===== src/rtl/usb_ram_reg.sv =====
// FT245 byte-stream front end for a small register RAM: 0x01 addr data writes a byte,
// and 0x02 addr reads a byte back. The read data is returned on the FT245 transmit path.
module usb_ram_reg #(
  parameter int ADDR_W      = 8,
  parameter int RD_LOW_CYC  = 3,
  parameter int RD_HIGH_CYC = 2,
  parameter int WR_HIGH_CYC = 2,
  parameter int TIMEOUT_CYC = 1024
) (
  input  logic       clk,
  input  logic       rst_n,
  input  logic       FT_RXFn,
  input  logic       FT_TXEn,
  output logic       FT_RDn,
  output logic       FT_WR,
  input  logic [7:0] FT_DATA_In,
  output logic [7:0] FT_DATA_Out
);

  typedef enum logic [2:0] {IDLE, RD_LOW, RD_HIGH, PARSE, TX_WAIT, TX_HIGH, TX_REC} state_t;

  localparam int TO_W = $clog2(TIMEOUT_CYC + 1);
  localparam logic [15:0]     RD_LOW_LAST  = 16'(RD_LOW_CYC - 1);
  localparam logic [15:0]     RD_HIGH_LAST = 16'(RD_HIGH_CYC - 1);
  localparam logic [15:0]     WR_HIGH_LAST = 16'(WR_HIGH_CYC - 1);
  localparam logic [TO_W-1:0] TO_LAST      = TO_W'(TIMEOUT_CYC - 1);

  state_t            state;
  logic [1:0]        rxf_sync, txe_sync;
  logic              rxf_low, txe_low;
  logic [15:0]       phase_cnt;
  logic [TO_W-1:0]   idle_cnt;
  logic [1:0]        byte_idx;
  logic [7:0]        cmd, rx_byte, tx_data;
  logic [ADDR_W-1:0] addr, rx_addr;
  logic              tx_pending, data_setup;
  logic              mem_we, read_done;
  logic [7:0]        mem [0:(1<<ADDR_W)-1];

  assign rxf_low   = ~rxf_sync[1];
  assign txe_low   = ~txe_sync[1];
  assign rx_addr   = ADDR_W'(rx_byte);
  assign mem_we    = (state == PARSE) && (byte_idx == 2'd2);
  assign read_done = (byte_idx == 2'd1) && (cmd == 8'h02);

  always_ff @(posedge clk or negedge rst_n) begin
    if (!rst_n) begin
      rxf_sync <= 2'b11;
      txe_sync <= 2'b11;
    end else begin
      rxf_sync <= {rxf_sync[0], FT_RXFn};
      txe_sync <= {txe_sync[0], FT_TXEn};
    end
  end

  // RAM has no reset so its contents survive rst_n.
  always_ff @(posedge clk) begin
    if (mem_we) mem[addr] <= rx_byte;
  end

  always_ff @(posedge clk or negedge rst_n) begin
    if (!rst_n) begin
      state       <= IDLE;
      FT_RDn      <= 1'b1;
      FT_WR       <= 1'b0;
      FT_DATA_Out <= 8'h00;
      phase_cnt   <= '0;
      idle_cnt    <= '0;
      byte_idx    <= 2'd0;
      cmd         <= 8'h00;
      rx_byte     <= 8'h00;
      tx_data     <= 8'h00;
      addr        <= '0;
      tx_pending  <= 1'b0;
      data_setup  <= 1'b0;
    end else begin
      case (state)
        IDLE: begin
          if (byte_idx != 2'd0) begin
            if (idle_cnt == TO_LAST) begin
              byte_idx <= 2'd0;
              idle_cnt <= '0;
            end else begin
              idle_cnt <= idle_cnt + 1'b1;
            end
          end
          if (tx_pending) begin
            data_setup <= 1'b0;
            state      <= TX_WAIT;
          end else if (rxf_low) begin
            FT_RDn    <= 1'b0;
            phase_cnt <= '0;
            state     <= RD_LOW;
          end
        end
        RD_LOW: begin
          if (phase_cnt == RD_LOW_LAST) begin
            rx_byte   <= FT_DATA_In;
            FT_RDn    <= 1'b1;
            phase_cnt <= '0;
            state     <= RD_HIGH;
          end else begin
            phase_cnt <= phase_cnt + 1'b1;
          end
        end
        RD_HIGH: begin
          if (phase_cnt == RD_HIGH_LAST) state <= PARSE;
          else phase_cnt <= phase_cnt + 1'b1;
        end
        PARSE: begin
          idle_cnt <= '0;
          case (byte_idx)
            2'd0: begin
              if (rx_byte == 8'h01 || rx_byte == 8'h02) begin
                cmd      <= rx_byte;
                byte_idx <= 2'd1;
              end
            end
            2'd1: begin
              addr <= rx_addr;
              if (cmd == 8'h02) begin
                tx_data    <= mem[rx_addr];
                tx_pending <= 1'b1;
                byte_idx   <= 2'd0;
              end else begin
                byte_idx <= 2'd2;
              end
            end
            default: byte_idx <= 2'd0;
          endcase
          // Chaining straight into the next read keeps the strobe period at low+high+1.
          if (!read_done && rxf_low) begin
            FT_RDn    <= 1'b0;
            phase_cnt <= '0;
            state     <= RD_LOW;
          end else begin
            state <= IDLE;
          end
        end
        TX_WAIT: begin
          if (!data_setup) begin
            if (txe_low) begin
              FT_DATA_Out <= tx_data;
              data_setup  <= 1'b1;
            end
          end else begin
            FT_WR     <= 1'b1;
            phase_cnt <= '0;
            state     <= TX_HIGH;
          end
        end
        TX_HIGH: begin
          if (phase_cnt == WR_HIGH_LAST) begin
            FT_WR <= 1'b0;
            state <= TX_REC;
          end else begin
            phase_cnt <= phase_cnt + 1'b1;
          end
        end
        TX_REC: begin
          tx_pending <= 1'b0;
          data_setup <= 1'b0;
          state      <= IDLE;
        end
        default: state <= IDLE;
      endcase
    end
  end

endmodule


===== config.mk =====
export PLATFORM = sky130hd
export DESIGN_NAME = usb_ram_reg
export DESIGN_NICKNAME = d
export VERILOG_FILES = /design/src/rtl/usb_ram_reg.sv
export SDC_FILE = /design/constraint.sdc
export NUM_CORES = 2
export LEC_CHECK = 0
export ABC_AREA = 1
export CAP_MARGIN = 0
export CORE_MARGIN = 1
export CORE_UTILIZATION = 25
export DETAILED_ROUTE_END_ITERATION = 8
export GPL_ROUTABILITY_DRIVEN = 0
export PLACE_DENSITY_LB_ADDON = 0.3
export SYNTH_ARGS = -nofsm -noshare
export SYNTH_HDL_FRONTEND = slang
export SYNTH_SLANG_ARGS = --single-unit

===== constraint.sdc =====
create_clock -name clk -period 7.8 [get_ports clk]
set_clock_uncertainty 0.05 [all_clocks]
set_input_delay 1.56 -clock clk [delete_from_list [all_inputs] [get_ports clk]]
set_output_delay 1.56 -clock clk [all_outputs]
set_load 0.02 [all_outputs]

Yosys cells after proc, flatten, opt, wreduce, memory -nomap -nowiden

Memories as Yosys holds them, arrays and structs flattened. A register that Yosys moved wholly into a read port is not among the register bits.
Index checks and enable logic that the tools add are counted.
Widths: inputs -> output; s select.

Logic and storage cells: 119
ROM bits: 0
RAM bits: 2048
Input bits: 12
Flip-flop bits (word level): 72
Memories: 1
Latch bits: 0
Output and inout bits: 10

$mul: 0
Bitwise logic cells: 3
Shifts and indexed selects: 0
Reduce and logical (&&, ||, !) cells: 29
Order comparisons: 0
Equal/unequal tests: 29
Mux-type cells: 41
Divide/modulo/power cells: 0
$add $sub $neg: 2

Memory list:

| memory | words | bits a word | read ports | clocked after memory_dff | wr ports | RTL line | RTL |
|---|---|---|---|---|---|---|---|
| mem    | 256   | 8           | 1          | 1                        | 1        | 38       | `logic [7:0] mem [0:(1<<ADDR_W)-1];` |

Operator list:

| operator              | count |
|---|---|
| $mux 16               | 6 |
| $pmux 16 s5           | 1 |
| $mux 11               | 2 |
| $pmux 11 s2           | 1 |
| $ne 2x2->1 const B    | 10 |
| $mux 3                | 6 |
| $pmux 3 s6            | 1 |
| $add 16x1->16 const B | 1 |
| $eq 16x1->1 const B   | 1 |
| $eq 16x2->1 const B   | 1 |
| $eq 8x2->1 const B    | 2 |
| $reduce_and 3->1      | 5 |
| $mux 1                | 14 |
| $add 11x1->11 const B | 1 |
| $eq 11x10->1 const B  | 1 |
| $reduce_and 5->1      | 2 |
| $eq 3x3->1 const B    | 3 |
| $eq 8x1->1 const B    | 1 |
| $mux 2                | 4 |
| $pmux 2 s2            | 2 |
| $reduce_and 2->1      | 4 |
| $reduce_bool 2->1     | 4 |
| $eq 3x2->1 const B    | 2 |
| $ne 2x1->1 const B    | 3 |
| 17 further kinds      | 26 |

Logic depth before layout (Yosys ltp)

Depth after elaboration: 6
Depth in mapped cells: 21
Depth with buffers taken out: 17

Worst setup path after synthesis

OpenSTA, ideal clock, no wires.

Path type: register to register
Start: register rx_byte[1], in the netlist rx_addr[1]
End: register tx_data[2] (read register of mem)
Path slack: 2.490 ns
Library setup time: 0.065 ns
Arrival time: 5.195 ns
Period minus slack after synthesis: 5.310 ns
Stages on the path, launching flop included: 17
Path buffers: 4
Cell sequence: dfrtp_1 > buf_2 > buf_4 > buf_2 > clkbuf_1 > nand3_1 > nand3_1 > nand3_1 > nand2_1 > nand3_1 > nand2_1 > nand2_1 > nand2_1 > nand2_1 > nand2_1 > nand2_1 > nand2_1

RTL lines:

| what                     | RTL line | RTL |
|---|---|---|
| start: declaration       | 34       | `logic [7:0] cmd, rx_byte, tx_data;` |
| start signal: assignment | 98       | `rx_byte <= FT_DATA_In;` |
| end: declaration         | 34       |  |

==> out/metrics.yaml <==
status: "completed"
tightest_slew_ns: 1.14
synth_cell_types: 39
crit-reg2reg-launch: "rx_addr[0]"
clkTransAtPathRegs_ns: 0.06
grtUsageTotal_pct: 13.7
cts_setup_buffers: 0
worst-path-max-fanout: 92
first_global_vias: 54500
wirelength_um: 248000
slew_violations: 0
holdBufCountCts: 0
io_pins: 22
synthCells: 7616
groute.layer.met2.usage_pct: 22.0
grt-ovfl-total: 0
root_buffer: "clkbuf_16"
cp_top_family: "simple AND/OR/NAND/NOR gates"
dieArea_um2: 353000
slowest_delay_ns: 0.81
synthArstFlopShare_pct: 3.76
syn2layout_area_growth_pct: 13.5
post_drt_wl_per_cell_um: 20.2
drt_iter0_drc: 5553
final_cells: 12300
drt-pass1-iter-count: 6
p_sw_mw: 15.0
fmax_mhz: 227
gr-usage-met1_pct: 19.1
synth_ff_type: "edfxtp_1"
seqPwrFrac_pct: 37.9
drive_above_1_share_pct: 6.32
grt_pass1_wl_um: 369000
slew_headroom_pct: 23.5
hold_path.class: "register to register"
final.setup.tns_ns: 0
top_usage_layer: "met2"
crit_path_end_kind: "register"
grt_setup_unrepaired: "no"
cts.sinks: 2128
finalSetupViolations: 0
crit_cells: 14
remaining_drc_errors: 0
regToRegEndpoint: "tx_data[3]"
whs_ns: 0.291
r2r_cells: 14
route.vias.total: 56000
detailed_place_hpwl_um: 140000
regToRegSetupSlack_ns: 3.39
yosysTopAreaCellShare_pct: 70.2
synth_seq_area_share_pct: 72.5
clk_latency_ns: 0.87
core.rowCount: 216
synth.most_common_cell: "edfxtp_1"
startpoint_type: "register"
clkPwrFrac_pct: 27.7
switching_share_pct: 38.9
grt_max_degree: 195
endpoint: "tx_data[3]"
dp_cells: 11800
synth_edf_count: 2048
comb_power_share_pct: 34.4
startpoint: "rx_addr[0]"
p_per_area_nw_per_um2: 388
h-tree-depth: 4
synth_warnings: 0
worst-setup-path-type: "register to register"
die_h_um: 594
fin_crit_ns: 4.41
synth.cells.most_frequent: "edfxtp_1 (2048), nor2_1 (1788), nand2_1 (1346)"
path_cells: "buf_4, buf_4, nor2_1, nor2_1, o21ai_0, o211ai_1, nand3_1, nand2_1, nand3_1, nand3_1, nand3_1, nand2_1, nand2_1, nand2_1"
numCtsBuffers: 229
io_buffers: 21
internal_power_mw: 23.5
ir_drop_mv: 0.335
core_um2: 347000
ant_nets: 0
fin_crit_sh_pct: 56.6
syn_nets: 7632
post-synth-top-area-cell: "edfxtp_1"
hp-start: "rxf_sync[0]"
ys_top_cells_by_area: "edfxtp_1 (70%), nor2_1 (7.7%), nand2_1 (5.8%)"
slowest_stage: "buf_4"
cts_tree: "done"
leakage_nw: 33.4
synth.cell_area_um2: 87600
ys_ff_latch: 2128
required_ns: 8.56
antenna_found_initial: 12
syn_area_per_cell_um2: 11.5
post_cts_resized: 0
clockBufferDepth: 4
arrival_ns: 5.18
dieWidth_um: 594
initial_utilization_pct: 25.2
final_nets: 7513
grtUsageMet3_pct: 1.62
cap_violations: 0
finalHoldViolations: 0
path_buf_inv: 2
vias_per_cell: 4.56
## stage by stage
stage	cell area (um2)	power, mW	setup slack, ns	util [%]
2_1_floorplan	87600	23.4	2.49	-
5_1_grt	99400	40.5	3.18	28.6
3_3_place_gp	92100	28.2	3.39	26.5
6_report	99400	38.6	3.39	28.6
4_1_cts	99400	38.9	3.38	28.6
3_5_place_dp	92100	28.3	3.38	26.5
## cells in the final DEF (no fill, tap or decap), drive strengths merged, types with 4 or more instances in the layout
cell type and n:
ha 4, a21oi 150, diode 4, edfxtp 2048, dfstp 5, o211ai 178
mux2 10, clkinv 92, dfrtp 75, nor2 1789, nand2 1346, clkdlybuf4s50 20
bufinv 21, nand3 440, inv 220, nand4 39, clkbuf 303, buf 95
o22ai 11, or2 32, o21ai 768, nor3 22, xor2 5
## worst min path at each step
stage / end / slack (ns) / depth (start not counted)
floorplan: rxf_sync[1] / 0.30 / 0
global placement: txe_sync[1] / 0.30 / 0
detailed placement: rxf_sync[1] / 0.30 / 0
CTS: rxf_sync[1] / 0.30 / 0
global route: rxf_sync[1] / 0.30 / 0
finish: rxf_sync[1] / 0.29 / 0
## logic make-up (layout without fill, tap and decap cells)
| kind of cell | Yosys count | after routing | share of synthesized area [%] |
|---|---|---|---|
| compound gates | 1113 | 1113 | 6.91 |
| simple gates | 3672 | 3672 | 16.6 |
| buf+inv | 684 | 754 | 3.67 |
| fa+ha+maj | 4 | 4 | 0.0572 |
| xor+xnor | 5 | 5 | 0.0500 |
| flops | 2128 | 2128 | 72.5 |
| mux | 10 | 10 | 0.129 |
| other cells | 0 | 4 | 0 |
## per-layer routing
metal / wire length, um / up-vias
met5: 37 / -
met4: 7550 / 4
met3: 13100 / 358
met2: 115000 / 1546
met1: 112000 / 27900
li1: - / 26200
## layout make-up
cell class,instances,area [um2]
Fill cell,35500,248000
Tap cell,4578,5730
Multi-Input combinational cell,4804,20900
Sequential cell,2128,63500
Antenna cell,4,10.0
Clock buffer,303,6140
Inverter,219,853
Timing Repair Buffer,115,1100
Clock inverter,117,1130
## power by group through the flow
| stage | Sequential (mW) | Clock, mW | Combinational, mW |
|---|---|---|---|
| after floorplan | 15.8 | 0 | 7.62 |
| after global placement | 14.9 | 0 | 13.3 |
| after detailed placement | 14.9 | 0 | 13.4 |
| after CTS | 14.6 | 10.9 | 13.4 |
| after global routing | 14.7 | 11.3 | 14.6 |
| final | 14.6 | 10.7 | 13.3 |
## registers in the layout, summed over array words and instances, names as in the netlist, 3 cells and up
register	count
FT_DATA_Out	8
addr	8
cmd	8
idle_cnt	11
mem	2048
phase_cnt	16
rx_addr	8
state	3
tx_data	8
(Power assumes the default switching activity.)
